[config.mk]
export PLATFORM = sky130hd
export DESIGN_NAME = seq_ctrl
export DESIGN_NICKNAME = d
export VERILOG_FILES = /design/src/rtl/seq_ctrl.sv
export SDC_FILE = /design/constraint.sdc
export NUM_CORES = 1
export LEC_CHECK = 0
export ABC_AREA = 1
export BUFFER_PORTS_ARGS = -buffer_cell sky130_fd_sc_hd__buf_2
export CAP_MARGIN = 40
export CORE_MARGIN = 3
export CORE_UTILIZATION = 58
export CTS_CLUSTER_SIZE = 28
export DETAILED_ROUTE_END_ITERATION = 7
export PLACE_DENSITY = 0.87
export SETUP_SLACK_MARGIN = 0.1
export SYNTH_ARGS = -nofsm -noshare
export SYNTH_HDL_FRONTEND = slang
export SYNTH_SLANG_ARGS = --single-unit
export TNS_END_PERCENT = 1
[constraint.sdc]
create_clock -name clk -period 12.1 [get_ports clk]
set_clock_uncertainty 0.05 [all_clocks]
set_input_delay 2.42 -clock clk [delete_from_list [all_inputs] [get_ports clk]]
set_output_delay 2.42 -clock clk [all_outputs]
set_load 0.05 [all_outputs]
[src/rtl/seq_ctrl.sv]
// ----------------------------------------------------------------------------
// seq_ctrl
// Multi-cycle instruction sequencer for the NPC core. Owns the PC and walks a
// single instruction at a time through FETCH -> DECODE -> EXEC -> (MEM) -> WB.
//
// Ports
//   clk, rst        core clock (rising edge), async active-high reset
//   opcode_i        opcode from the decoder (combinational from inst_o)
//   func3_i         func3 from the decoder
//   imem_req_o      instruction fetch request (decoded from state)
//   imem_addr_o     fetch address, always equal to pc_o
//   imem_ack_i      fetch complete, imem_rdata_i valid this cycle
//   imem_rdata_i    fetched instruction word
//   inst_o          latched instruction for the decoder
//   pc_o            current PC for decoder/exu
//   dmem_req_o      data access request (decoded from state)
//   dmem_we_o       1 = store, 0 = load; qualified by dmem_req_o
//   dmem_ack_i      data access complete
//   br_taken_i      branch condition from exu
//   target_i        branch/jal/jalr target from exu
//   rf_we_o         register-file write enable, one-cycle pulse in WB
//   retire_o        one-cycle pulse in WB when an instruction completes
//   halt_o          sticky, ebreak reached
//   err_o           sticky, memory timeout or misaligned next PC
//   state_o         current state for debug/difftest
// ----------------------------------------------------------------------------
module seq_ctrl #(
    parameter logic [63:0] PC_RESET = 64'h8000_0000,
    parameter int unsigned TIMEOUT  = 255
) (
    input  logic        clk,
    input  logic        rst,
    input  logic [6:0]  opcode_i,
    input  logic [2:0]  func3_i,
    output logic        imem_req_o,
    output logic [63:0] imem_addr_o,
    input  logic        imem_ack_i,
    input  logic [31:0] imem_rdata_i,
    output logic [31:0] inst_o,
    output logic [63:0] pc_o,
    output logic        dmem_req_o,
    output logic        dmem_we_o,
    input  logic        dmem_ack_i,
    input  logic        br_taken_i,
    input  logic [63:0] target_i,
    output logic        rf_we_o,
    output logic        retire_o,
    output logic        halt_o,
    output logic        err_o,
    output logic [2:0]  state_o
);

    localparam int unsigned XLEN  = 64;
    localparam int unsigned ILEN  = 32;
    localparam int unsigned OP_W  = 7;
    localparam int unsigned CNT_W = 8;
    localparam int unsigned ST_W  = 3;

    localparam logic [CNT_W-1:0] TIMEOUT_C = CNT_W'(TIMEOUT);
    localparam logic [ILEN-1:0]  INST_NOP  = 32'h0000_0013;

    localparam logic [OP_W-1:0] OP_LOAD   = 7'b0000011;
    localparam logic [OP_W-1:0] OP_STORE  = 7'b0100011;
    localparam logic [OP_W-1:0] OP_BRANCH = 7'b1100011;
    localparam logic [OP_W-1:0] OP_JAL    = 7'b1101111;
    localparam logic [OP_W-1:0] OP_JALR   = 7'b1100111;
    localparam logic [OP_W-1:0] OP_SYSTEM = 7'b1110011;

    typedef enum logic [ST_W-1:0] {
        S_FETCH  = 3'd0,
        S_DECODE = 3'd1,
        S_EXEC   = 3'd2,
        S_MEM    = 3'd3,
        S_WB     = 3'd4,
        S_HALT   = 3'd5,
        S_ERR    = 3'd6
    } state_e;

    state_e           state_q,  state_d;
    logic [XLEN-1:0]  pc_q,     pc_d;
    logic [XLEN-1:0]  npc_q,    npc_d;
    logic [ILEN-1:0]  inst_q,   inst_d;
    logic [OP_W-1:0]  op_q,     op_d;
    logic [CNT_W-1:0] cnt_q,    cnt_d;
    logic             misal_q,  misal_d;
    logic             rf_we_q,  rf_we_d;
    logic             retire_q, retire_d;
    logic             halt_q,   halt_d;
    logic             err_q,    err_d;

    logic             is_store;
    logic             is_mem;
    logic             writes_rd;
    logic             is_ebreak;
    logic [XLEN-1:0]  pc_plus4;
    logic [XLEN-1:0]  npc_sel;

    // Opcode is captured in DECODE so later states do not depend on the decoder.
    assign is_store  = (op_q == OP_STORE);
    assign is_mem    = (op_q == OP_LOAD) || is_store;
    assign writes_rd = !(is_store || (op_q == OP_BRANCH) || (op_q == OP_SYSTEM));
    assign is_ebreak = (opcode_i == OP_SYSTEM) && (func3_i == 3'b000) && inst_q[20];
    assign pc_plus4  = pc_q + XLEN'(4);
    assign npc_sel   = ((op_q == OP_JAL) || (op_q == OP_JALR) ||
                        ((op_q == OP_BRANCH) && br_taken_i)) ? target_i : pc_plus4;

    // Next-state and registered-output logic.
    always_comb begin
        state_d  = state_q;
        pc_d     = pc_q;
        npc_d    = npc_q;
        inst_d   = inst_q;
        op_d     = op_q;
        cnt_d    = cnt_q;
        misal_d  = misal_q;
        rf_we_d  = 1'b0;
        retire_d = 1'b0;
        halt_d   = halt_q;
        err_d    = err_q;

        case (state_q)
            S_FETCH: begin
                // An ack on the terminal count still wins over the timeout.
                if (imem_ack_i) begin
                    inst_d  = imem_rdata_i;
                    state_d = S_DECODE;
                end else if (cnt_q == TIMEOUT_C) begin
                    state_d = S_ERR;
                    err_d   = 1'b1;
                end else begin
                    cnt_d = cnt_q + CNT_W'(1);
                end
            end
            S_DECODE: begin
                op_d = opcode_i;
                if (is_ebreak) begin
                    state_d = S_HALT;
                    halt_d  = 1'b1;
                end else begin
                    state_d = S_EXEC;
                end
            end
            S_EXEC: begin
                if (is_mem) begin
                    state_d = S_MEM;
                    cnt_d   = '0;
                end else begin
                    // WB pulses are registered, so the next PC is resolved here.
                    // A misaligned target traps: no retire and no write-back.
                    state_d  = S_WB;
                    npc_d    = npc_sel;
                    misal_d  = |npc_sel[1:0];
                    retire_d = ~(|npc_sel[1:0]);
                    rf_we_d  = writes_rd && ~(|npc_sel[1:0]);
                end
            end
            S_MEM: begin
                if (dmem_ack_i) begin
                    state_d  = S_WB;
                    npc_d    = pc_plus4;
                    misal_d  = |pc_plus4[1:0];
                    retire_d = ~(|pc_plus4[1:0]);
                    rf_we_d  = writes_rd && ~(|pc_plus4[1:0]);
                end else if (cnt_q == TIMEOUT_C) begin
                    state_d = S_ERR;
                    err_d   = 1'b1;
                end else begin
                    cnt_d = cnt_q + CNT_W'(1);
                end
            end
            S_WB: begin
                if (misal_q) begin
                    state_d = S_ERR;
                    err_d   = 1'b1;
                end else begin
                    pc_d    = npc_q;
                    cnt_d   = '0;
                    state_d = S_FETCH;
                end
            end
            S_HALT: state_d = S_HALT;
            S_ERR:  state_d = S_ERR;
            default: begin
                state_d = S_ERR;
                err_d   = 1'b1;
            end
        endcase
    end

    // State and output registers.
    always_ff @(posedge clk or posedge rst) begin
        if (rst) begin
            state_q  <= S_FETCH;
            pc_q     <= PC_RESET;
            npc_q    <= PC_RESET;
            inst_q   <= INST_NOP;
            op_q     <= INST_NOP[OP_W-1:0];
            cnt_q    <= '0;
            misal_q  <= 1'b0;
            rf_we_q  <= 1'b0;
            retire_q <= 1'b0;
            halt_q   <= 1'b0;
            err_q    <= 1'b0;
        end else begin
            state_q  <= state_d;
            pc_q     <= pc_d;
            npc_q    <= npc_d;
            inst_q   <= inst_d;
            op_q     <= op_d;
            cnt_q    <= cnt_d;
            misal_q  <= misal_d;
            rf_we_q  <= rf_we_d;
            retire_q <= retire_d;
            halt_q   <= halt_d;
            err_q    <= err_d;
        end
    end

    // Request strobes are state decodes; the fetch request is gated off in reset.
    assign imem_req_o  = (state_q == S_FETCH) && !rst;
    assign imem_addr_o = pc_q;
    assign dmem_req_o  = (state_q == S_MEM);
    assign dmem_we_o   = (state_q == S_MEM) && is_store;

    assign inst_o   = inst_q;
    assign pc_o     = pc_q;
    assign rf_we_o  = rf_we_q;
    assign retire_o = retire_q;
    assign halt_o   = halt_q;
    assign err_o    = err_q;
    assign state_o  = state_q;

endmodule

Word-level counts from Yosys, hierarchy flattened --
Index checks and enable logic that the tools add are counted.
Storage, ports and cells: register bits after elaboration 183, input port bits 111, output and inout bits 170
Operators by class: $add $sub $neg 2, eq/ne operators 21, multiplexer cells 31, bitwise logic cells 4, reduce and logical (&&, ||, !) cells 27
Operators by type and width (count):
- 64-bit two-way mux | 3
- 64-bit case mux with 2 select lines | 1
- 64-bit by 3-bit adder with 64-bit output, second input constant | 1
- 8-bit two-way mux | 5
- 7-bit equality test, second input constant | 5
- 8-bit case mux with 4 select lines | 1
- 3-bit two-way mux | 6
- 3-bit case mux with 6 select lines | 1
- 2-bit != test, second input constant | 6
- 1-bit two-way mux | 10
- 3-bit equality test, second input constant | 3
- 8-bit by 1-bit adder with 8-bit output, second input constant | 1
- 8-bit equality test, second input constant | 1
- 7-bit by 2-bit equality test with 1-bit output, second input constant | 1
- 7-bit by 6-bit equality test with 1-bit output, second input constant | 1
- 1-bit logical AND | 7
- 3-bit by 2-bit equality test with 1-bit output, second input constant | 2
- 3-bit zero test | 2
- 1-bit case mux with 2 select lines | 3
- 2-bit AND reduction | 3
- 1-bit logical OR | 5
- 5-bit AND reduction | 1
- 1-bit NOT | 4
- 1-bit case mux with 4 select lines | 1
- 9 further kinds | 11

Longest topological paths before layout --
Gate-level depths: netlist (run 1).
depth in word-level cells 9, mapped depth 13, gate-level depth less buffers 12

Worst setup path after synthesis (run 1) --
No wires, ideal clock.
kind input port to output port, start in rst, end out imem_req_o, data arrival time 3.074 ns, slack 6.556 ns, stages 1, path buffers 0, path through nor2_1
Between the ends: longest elaborated chain between the ends 2
RTL lines:
- from (decl) | line 32 | input logic rst,
- 1-bit zero test | line 220 | assign imem_req_o = (state_q == S_FETCH) && !rst;
- 1-bit logical AND | line 220
- to (decl) | line 35 | output logic imem_req_o,
No other way between the ends.

Worst setup path in the final report (run 1) --
Same ends and word-level chain as after synthesis.

==> impl_results.md, run 1 <==
- Die area: about 0.02 mm2
- Compound-cell area share of the yosys netlist: 8.941%
- Most frequent cells in the layout: nand2_1, buf_2, nor2_1
- Root Driver: clkbuf_16
- Clock transition at the registers of the reported paths: ~0.070 ns
- Post-CTS resize count: 0
- Crit path required time: 9.63 ns
- XOR/XNOR Fraction of Synth Area: less than 1%
- Share of layout cells above drive strength 1: between 20% and 30%
- Post-layout min period: roughly 5.4 ns
- Simple-gate share of the synthesized area: between 30 and 40%
- Antenna violations before repair: 4
- PD cells: between 90 and 100 mW/mm2
- 1st-iter DRT viols: 898
- Mapped Cells: ~1400
- Clk sinks: 183
- Critical path class: input pin to primary output
- Worst hold start: err_o$_DFFE_PP0P_
- P_leak: slightly below 7 nW
- Placeable Area: 0.01748 mm2
- Setup TNS: 0 ns
- Vias in the first global route: between 9000 and 10000
- DR WL/cell: ~16 um
- DRT Pass-1 Iters: 6
- Setup slack, reg-to-reg: between 9 and 10 ns
- Routed Antenna Nets: 0
- Hold/Removal Path Class: flop to flop
- Worst-Skew Late Latency: about 0.44 ns
- HPWL after detailed placement: about 22000 um
- Post-Route WL: 30680 um
- Tcrit/Tclk final: approximately 44%
- Net count, final: 1755
- R2r startpoint: state_o[1]$_DFF_PP0_
- Grt total ovfl: 0
- CP Capture Type: primary output
- Die width: 140.3 um
- Final hold vios: 0
- Ports: 281
- Worst-Margin Slew: about 0.89 ns
- Syn. warnings: 0
- Pre-CTS setup slack: about 6.7 ns
- Residual DRC count: 0
- Port Buffer Count: between 200 and 300
- Final hold slack: about 0.42 ns
- Worst Path Max Fanout: 2
- DR vias/cell: approximately 5.5
- Final Max Tran Viols: 0
- Post-Syn Area per Cell: 7.255 um2
- Seq cells post-synth: around 180
- Initial Util: 59.82%
- CTS tree: done
- Max H-tree Level: 4
- Max Root-Sink Buffers: 2
- Post-synthesis cell type count: 38
- Hold buffers post-CTS: 0
- Die height: 140.3 um
- Vias: about 10000
- Status: complete, no violations
- RSZ-0062 raised after global routing: no
- Max-Cap Viols: 0
- Most common cell after layout, fill and taps aside: nand2_1
- Setup Buffers After CTS: 0
- Main combinational cell family by area after synthesis: simple AND/OR/NAND/NOR gates
- First-pass GRT wire length: ~49000 um
- Pin count of the biggest net entering global routing: 83
- Crit start category: input pin
- CP Data Arrival Time: between 2 and 3 ns
- Num rows: 48
- Peak VDD IR: 0.1034 mV
- Final WS setup: approximately 6.7 ns
- Sequential-to-total area share from yosys stat: about 44%
- Placer's final routability congestion estimate: between 0.9 and 1
- Max_slew headroom: around 40%
- Multiplexer share of the synthesized area: under 10%
- Syn Nets: 1558
- Setup violators final: 0
- Post-Syn Area: between 0.01 and 0.015 mm2
- F_max: ~0.19 GHz
- GRT Total Usage: a little over 30%
- Filler instances: between 1000 and 1500
- Adder-cell share of the synthesized area: less than 1%
- CTS Buf Count: 17
- Setup crit start: rst
- Area Growth Syn to Fin: 15.89%
## per-layer routing
layer  share of wire [%]  GRT usage, %
met1                  39         38.44
met2                  49         52.95
met3                 9.5         7.033
met4                 2.6         9.383
met5                0.16             0
## kinds of logic (layout without fill, tap and decap cells)
kind of cell	Yosys count	after routing
simple gates	830	830
buf+inv	222	432
flops	183	183
compound gates	178	178
mux	13	13
xor+xnor	9	9
fa+ha+maj	6	6
other cells	0	2
## where the power goes
part           internal (mW)  leakage [nW]  switching [mW]  total, mW
combinational         0.0148          4.16          0.0197     0.0344
clock                  0.278         0.273           0.269      0.548
sequential             0.611          2.42               0      0.611
total                  0.905          6.86           0.289       1.19
## registers in the layout, indices dropped and copies added, names as in the netlist
signal / cells
misal_q: 1
cnt_q: 8
retire_o: 1
halt_o: 1
state_o: 3
op_q: 7
npc_q: 64
err_o: 1
imem_addr_o: 64
inst_o: 32
rf_we_o: 1
## synth_stat cells
cell type    n  share of area [%]
buf_1        6               0.22
nor2_4       5               0.54
nand4_2      1               0.12
o2111ai_1    1              0.084
o21bai_1     4               0.29
nor2_2      10               0.60
nand2_4      5               0.54
o22ai_1      2               0.12
nor2_8       2               0.38
xnor2_1      5               0.42
o211ai_1     3               0.22
nand2_2      4               0.24
o21ai_1     18               0.86
inv_1      106                3.8
nand3_1     89                4.3
a21o_1       1              0.072
clkbuf_1    14               0.50
ha_1         6               0.72
or2_2        4               0.24
buf_2       12               0.57
dfstp_2      8                2.0
mux2_2      13                1.4
nand2_1    449                 16
xor2_1       4               0.34
a22oi_1      6               0.43
nand3_2      2               0.19
nor2_1     235                8.4
buf_6        7               0.75
nor3_2       2               0.19
a21oi_1     78                3.7
o21ai_0     64                3.1
dfrtp_1    175                 42
nor3_1       2              0.096
buf_4       70                5.0
o21a_1       1              0.072
nand4_1     17                1.0
inv_2        7               0.25
or2_0        3               0.18
## per-stage QoR
step	power [mW]	cells	util, %	area, um2
floorplan	0.6328	1441	-	10450
global placement	0.6556	1841	65.53	11450
detailed placement	0.6582	1844	66.00	11530
CTS	1.196	1876	69.29	12110
global route	1.224	1876	69.29	12110
finish	1.193	1878	69.32	12120
## worst max-delay path, stage by stage
cell	delay [ns]
buf_2	0.13
nor2_1	0.09
buf_2	0.26
## worst paths after layout
path                                          to  depth (start not counted)
setup / recovery                      imem_req_o                          3
hold / removal                 err_o$_DFFE_PP0P_                          1
setup reg to reg           npc_q[46]$_DFFE_PP0P_                         11
hold reg to reg                err_o$_DFFE_PP0P_                          1
max in group asynchronous  npc_q[31]$_DFFE_PP1P_                          5
min in group asynchronous     retire_o$_DFF_PP0_                          2
## area by class of cell
cell class | instances | area [um2] | share of cell area (%)
diodes | 2 | 5.005 | 0.04131
multi-input cells | 1036 | 4721 | 38.97
inverters | 113 | 429.2 | 3.542
repair buffers | 287 | 1514 | 12.50
flip-flops and latches | 183 | 4589 | 37.88
clock buffers | 18 | 439.2 | 3.625
well taps | 225 | 281.5 | 2.324
clock inverters | 14 | 136.4 | 1.126
Power figures use the tool's default switching activity.
==> run 2: changes to the inputs <==
--- a/config.mk
+++ b/config.mk
@@ -9,10 +9,10 @@
 export BUFFER_PORTS_ARGS = -buffer_cell sky130_fd_sc_hd__buf_2
 export CAP_MARGIN = 40
 export CORE_MARGIN = 3
-export CORE_UTILIZATION = 58
+export CORE_UTILIZATION = 54
 export CTS_CLUSTER_SIZE = 28
 export DETAILED_ROUTE_END_ITERATION = 7
-export PLACE_DENSITY = 0.87
+export PLACE_DENSITY = 0.82
 export SETUP_SLACK_MARGIN = 0.1
 export SYNTH_ARGS = -nofsm -noshare
 export SYNTH_HDL_FRONTEND = slang
==> constraint.sdc (replaced) <==
create_clock -name clk -period 5.41 [get_ports clk]
set_clock_uncertainty 0.05 [all_clocks]
set_input_delay 1.082 -clock clk [delete_from_list [all_inputs] [get_ports clk]]
set_output_delay 1.082 -clock clk [all_outputs]
set_load 0.05 [all_outputs]
==> impl_results.md, run 2 (synthesis results as in run 1) <==
- Status: complete, no violations (unchanged)
- Num rows: 50 (was 48)
- Initial Util: 55.51% (was 59.82%)
- CTS tree: done (unchanged)
- Clock transition at the registers of the reported paths: 0.08 ns (was 0.07 ns)
- Residual DRC count: 0 (unchanged)
- Finished Cell Area: 0.01214 mm2 (was 0.01212 mm2)
- Most common cell after layout, fill and taps aside: nand2_1 (unchanged)
- Setup Buffers After CTS: 0 (unchanged)
- DRT Pass-1 Iters: 6 (unchanged)
- F_max: around 0.32 GHz
- Final hold slack: 0.4162 ns (was 0.4229 ns)
- Die height: 145.1 um (was 140.3 um)
- Port Buffer Count: 280 (unchanged)
- Vias: 10277 (was 10237)
- CP Data Arrival Time: 1.98 ns (was 2.90 ns)
- Worst-Skew Late Latency: 0.44 ns (about the same)
- Post-layout min period: 3.110 ns
- First-pass GRT wire length: 48960 um (was 48530 um)
- Tcrit/Tclk final: 57.49%
- Final hold vios: 0 (unchanged)
- Setup TNS: 0 ns (unchanged)
- Max Root-Sink Buffers: 2 (unchanged)
- Hold/Removal Path Class: flop to flop (unchanged)
- Most frequent cells in the layout: nand2_1, buf_2, nor2_1 (unchanged)
- Final std cells w/o fill: 1912 (was 1878)
- Pin count of the biggest net entering global routing: 184 (was 83)
- Placeable Area: 0.01883 mm2 (was 0.01748 mm2)
- Setup violators final: 0 (unchanged)
- Critical path class: flop to primary output (was input pin to primary output)
- Ports: 281 (unchanged)
- Post-CTS resize count: 0 (unchanged)
- CP Capture Type: primary output (unchanged)
- Grt total ovfl: 0 (unchanged)
- Die width: 145.1 um (was 140.3 um)
- Max-Cap Viols: 0 (unchanged)
- PD cells: 222.4 mW/mm2 (was 98.50 mW/mm2)
- GRT Total Usage: 28.30% (was 30.66%)
- Routed Antenna Nets: 0 (unchanged)
- Hold buffers post-CTS: 0 (unchanged)
- Final Max Tran Viols: 0 (unchanged)
- Max H-tree Level: 4 (unchanged)
- RSZ-0062 raised after global routing: no (unchanged)
- Multi-input logic area: 0.004721 mm2 (unchanged)
- Setup slack, reg-to-reg: 2.69 ns (was 9.30 ns)
- Area Growth Syn to Fin: 16.12% (was 15.89%)
- Vias in the first global route: 9625 (was 9570)
- Crit start category: flop (was input pin)
- Net count, final: 1754 (was 1755)
- Filler instances: 1646 (was 1484)
- HPWL after detailed placement: 22020 um (was 22420 um)
- DR WL/cell: 15.81 um (was 16.33 um)
- Crit path required time: 4.28 ns (was 9.63 ns)
- Post-Route WL: 30230 um (was 30680 um)
- Antenna violations before repair: 7 (was 4)
- CTS Buf Count: 17 (unchanged)
- Peak VDD IR: 0.2233 mV (was 0.1034 mV)
- Share of layout cells above drive strength 1: 23.21% (was 23.26%)
- Max_slew headroom: 27.98% (was 40.76%)
- Clk sinks: 183 (unchanged)
- Final core occ: 64.47% (was 69.32%)
- Area after DPL: 0.01154 mm2 (was 0.01153 mm2)
- Root Driver: clkbuf_16 (unchanged)
- Worst-Margin Slew: 1.080 ns (was 0.8886 ns)
- Worst Path Max Fanout: 7 (was 2)
- DR vias/cell: 5.375 (was 5.451)
- Die area: 0.02106 mm2 (was 0.01967 mm2)
- 1st-iter DRT viols: 922 (was 898)
- P_leak: 6.838 nW (was 6.860 nW)
- Register area: 0.004589 mm2 (unchanged)
- Placed insts: 1878 (was 1844)
- Placer's final routability congestion estimate: 0.9559 (was 0.9652)
==> run 2: cell types whose count changed in the layout (fill, tap and decap cells not counted) <==
cell / change
buf_12: +1
buf_16: -2
bufinv_16: +1
clkbuf_8: -1
clkinv_4: +1
clkinvlp_4: +3
inv_6: -5
inv_8: +1
==> run 2: power by group <==
part / internal [mW] / switching (mW)
logic: 0.0299 / 0.0432
registers: 1.37 / 0
clock network: 0.653 / 0.606
==> run 2: cell type report <==
type                       instances  share of cell area (%)
tap                              260                   2.680
inverter                         113                   3.525
clock inverter                    15                   1.371
sequential                       183                   37.81
multi-input combinational       1036                   38.89
antenna                            2                 0.04123
clock buffer                      17                   3.504
timing repair buffer             286                   12.18
==> run 2: per-layer routing <==
layer / up-vias / share of wire (%) / GRT usage [%]
li1: 4892 / - / -
met1: 4789 / 40 / 36.67
met2: 508 / 48 / 47.23
met3: 78 / 9.2 / 5.965
met4: 10 / 3.0 / 10.21
met5: - / 0.22 / 0
==> run 2: path summary, 6_finish.rpt <==
check,from,endpoint,depth (start not counted)
setup / recovery,state_o[1]$_DFF_PP0_,imem_req_o,7
hold / removal,inst_o[1]$_DFFE_PP1P_,inst_o[1]$_DFFE_PP1P_,2
setup reg to reg,state_o[1]$_DFF_PP0_,misal_q$_DFFE_PP0P_,9
hold reg to reg,inst_o[1]$_DFFE_PP1P_,inst_o[1]$_DFFE_PP1P_,2
max in group asynchronous,rst,imem_addr_o[50]$_DFFE_PP0P_,3
min in group asynchronous,rst,halt_o$_DFFE_PP0P_,3
==> run 2: critical path, cell delays in order (launching register included) <==
cell     delay (ns)
dfrtp_1        0.46
inv_1          0.12
ha_1           0.22
inv_1          0.09
nor2_1         0.22
inv_1          0.09
nor2_1         0.08
buf_2          0.26
==> run 2: stage by stage <==
step | power, mW | setup slack (ns)
2_1_floorplan | 1.416 | 1.934
3_3_place_gp | 1.469 | 2.214
3_5_place_dp | 1.469 | 2.163
4_1_cts | 2.710 | 2.347
5_1_grt | 2.770 | 2.146
6_report | 2.700 | 2.300
==> run 3: changes to the inputs <==
--- a/config.mk
+++ b/config.mk
@@ -9,10 +9,10 @@
 export BUFFER_PORTS_ARGS = -buffer_cell sky130_fd_sc_hd__buf_2
 export CAP_MARGIN = 40
 export CORE_MARGIN = 3
-export CORE_UTILIZATION = 54
+export CORE_UTILIZATION = 48
 export CTS_CLUSTER_SIZE = 28
 export DETAILED_ROUTE_END_ITERATION = 7
-export PLACE_DENSITY = 0.82
+export PLACE_DENSITY = 0.77
 export SETUP_SLACK_MARGIN = 0.1
 export SYNTH_ARGS = -nofsm -noshare
 export SYNTH_HDL_FRONTEND = slang
==> constraint.sdc (replaced) <==
create_clock -name clk -period 2.5 [get_ports clk]
set_clock_uncertainty 0.05 [all_clocks]
set_input_delay 0.5 -clock clk [delete_from_list [all_inputs] [get_ports clk]]
set_output_delay 0.5 -clock clk [all_outputs]
set_load 0.05 [all_outputs]
==> impl_results.md, run 3 (synthesis results as in run 1) <==
- Tcrit/Tclk final: 93.35%
- Final WS setup: 0.1664 ns (was 2.300 ns)
- Max_slew headroom: 59.98% (was 27.98%)
- Worst-path cell chain: inv_1 > ha_2 > inv_1 > nor2_4 > inv_1 > nor2_1 > buf_6 (was inv_1 > ha_1 > inv_1 > nor2_1 > inv_1 > nor2_1 > buf_2)
- Most frequent cells in the layout: nand2_1, buf_2, nor2_1 (unchanged)
- DR WL/cell: 15.99 um (was 15.81 um)
- DRT Pass-1 Iters: 5 (was 6)
- First-pass GRT wire length: 48750 um (was 48960 um)
- Worst-Skew Late Latency: 0.44 ns (about the same)
- CP Data Arrival Time: 1.78 ns (was 1.98 ns)
- Die area: 0.02359 mm2 (was 0.02106 mm2)
- 1st-iter DRT viols: 793 (was 922)
- WHS Path Cells: 3 (was 2)
- DR vias/cell: 5.179 (was 5.375)
- R2r worst-path depth: 11 (was 9)
- Setup slack, reg-to-reg: 0.41 ns (was 2.69 ns)
- P_leak: 6.937 nW (was 6.838 nW)
- Crit start category: flop (unchanged)
- Hold path endpoint: inst_o[10]$_DFFE_PP0P_ (was inst_o[1]$_DFFE_PP1P_)
- Reg2reg end: npc_q[22]$_DFFE_PP0P_ (was misal_q$_DFFE_PP0P_)
- RSZ-0062 raised after global routing: yes (was no)
- Clk sinks: 183 (unchanged)
- Setup TNS: 0 ns (unchanged)
- Hold/Removal Path Class: input pin to flop (was flop to flop)
- Vias: 10037 (was 10277)
- Highest Signal Layer: met5 (unchanged)
- Met2 routed WL: 14490 um (was 14460 um)
- Peak VDD IR: 0.4521 mV (was 0.2233 mV)
- Vias in the first global route: 9366 (was 9625)
- Placeable Area: 0.02122 mm2 (was 0.01883 mm2)
- Antenna violations before repair: 5 (was 7)
- Most common cell after layout, fill and taps aside: nand2_1 (unchanged)
- Ports: 281 (unchanged)
- Port Buffer Count: 280 (unchanged)
- CTS tree: done (unchanged)
- Met3 routed WL: 2715 um (was 2786 um)
- Initial Util: 49.26% (was 55.51%)
- Pin count of the biggest net entering global routing: 99 (was 184)
- GRT Total Usage: 25.52% (was 28.30%)
- HPWL after detailed placement: 23050 um (was 22020 um)
- Clock transition at the registers of the reported paths: 0.08 ns (about the same)
- Max Root-Sink Buffers: 2 (unchanged)
- Buf/Inv on CP: 4 (unchanged)
- Post-layout min period: 2.334 ns
- Area after DPL: 0.01167 mm2 (was 0.01154 mm2)
- Residual DRC count: 0 (unchanged)
- Die height: 153.6 um (was 145.1 um)
- R2r startpoint: state_o[0]$_DFF_PP0_ (was state_o[1]$_DFF_PP0_)
- Share of layout cells above drive strength 1: 23.95% (was 23.21%)
- Die width: 153.6 um (was 145.1 um)
- Crit path required time: 1.95 ns (was 4.28 ns)
- Finished Cell Area: 0.01231 mm2 (was 0.01214 mm2)
- Final core occ: 58.01% (was 64.47%)
- Area Growth Syn to Fin: 17.76% (was 16.12%)
- Net count, final: 1766 (was 1754)
- Pre-CTS setup slack: 0.3784 ns (was 2.163 ns)
- Worst Path Max Fanout: 6 (was 7)
- Crit path depth: 7 (unchanged)
- Max-Cap Viols: 0 (unchanged)
- Worst hold start: imem_rdata_i[10] (was inst_o[1]$_DFFE_PP1P_)
- Routed Antenna Nets: 0 (unchanged)
- Wire length on met1: 12950 um (was 12000 um)
- Filler instances: 2038 (was 1646)
- Setup violators final: 0 (unchanged)
- Tot Pwr: 5.919 mW (was 2.700 mW)
- Final hold slack: 0.1997 ns (was 0.4162 ns)
- Dominant cell type by count on the critical path: inv_1 (unchanged)
- F_max: approximately 0.43 GHz
- Status: complete, no violations (unchanged)
- Placer's final routability congestion estimate: 0.9370 (was 0.9559)
- Critical path class: flop to primary output (unchanged)
- Worst-Margin Slew: 0.6004 ns (was 1.080 ns)
- Placed insts: 1903 (was 1878)
- Num rows: 53 (was 50)
- Post-Route WL: 30990 um (was 30230 um)
- Max H-tree Level: 4 (unchanged)
- Critical path's largest stage delay: 0.45 ns (was 0.46 ns)
- Final hold vios: 0 (unchanged)
- Delay-heaviest family, CP: flip-flops (was buffers and inverters)
- CP Capture Type: primary output (unchanged)
- Slowest CP cell: dfrtp_2 (was dfrtp_1)
- CTS Buf Count: 17 (unchanged)
- Root Driver: clkbuf_16 (unchanged)
- Final std cells w/o fill: 1938 (was 1912)
- Final Max Tran Viols: 0 (unchanged)
- Grt total ovfl: 0 (unchanged)
- PD cells: 480.8 mW/mm2 (was 222.4 mW/mm2)
## run 3: cell types whose count changed in the layout (fill, tap and decap cells not counted), sizes merged
cell / delta
dlygate4sd3: +1
clkinvlp: -5
clkinv: -1
buf: +11
diode: -1
inv: +6
## run 3: layout make-up
type | instances | area (um2) | share of cell area, %
clock inverter | 15 | 171.4 | 1.392
inverter | 113 | 427.9 | 3.476
multi-input combinational | 1036 | 4737 | 38.48
sequential | 183 | 4592 | 37.30
tap | 275 | 344.1 | 2.795
timing repair buffer | 298 | 1610 | 13.08
clock buffer | 17 | 425.4 | 3.456
antenna | 1 | 2.502 | 0.02033
## run 3: worst reg2reg max path: cells and delay by family, from the launching register on
kind,cells,cell delay [ns]
buffers and inverters,4,0.74
adder cells (fa/ha/maj),1,0.20
AND/OR/NAND/NOR,5,0.45
AO/OA/AOI/OAI,1,0.12
flip-flops,1,0.45
## run 3: timing repair
item                                   CTS  global route
pin swaps                                0             0
setup endpoints to repair                2             3
setup buffers                            0             1
hold buffers                             1             0
endpoints found under the hold margin    3             0
resized for setup                        3             6
## run 3: how the worst max path moves through the flow
| stage | slack (ns) | end | from |
|---|---|---|---|
| 2_1_floorplan | -0.39 | cnt_q[0]$_DFFE_PP0P_ | rst |
| 3_3_place_gp | 0.44 | cnt_q[0]$_DFFE_PP0P_ | state_o[1]$_DFF_PP0_ |
| 3_5_place_dp | 0.38 | cnt_q[0]$_DFFE_PP0P_ | state_o[1]$_DFF_PP0_ |
| 4_1_cts | 0.09 | imem_req_o | state_o[1]$_DFF_PP0_ |
| 5_1_grt | 0.07 | imem_req_o | state_o[1]$_DFF_PP0_ |
| 6_report | 0.17 | imem_req_o | state_o[0]$_DFF_PP0_ |
## run 3: where the power goes
group          leakage [nW]  internal, mW  switching, mW
clock network         0.298          1.44           1.36
registers              2.42          2.96              0
logic                  4.22        0.0698         0.0937
total                  6.94          4.47           1.45
## run 3: routing by layer
layer / track usage, % / up-vias
li1: - / 4916
met1: 34.18 / 4627
met2: 41.91 / 440
met3: 5.545 / 46
met4: 7.611 / 8
met5: 0 / -
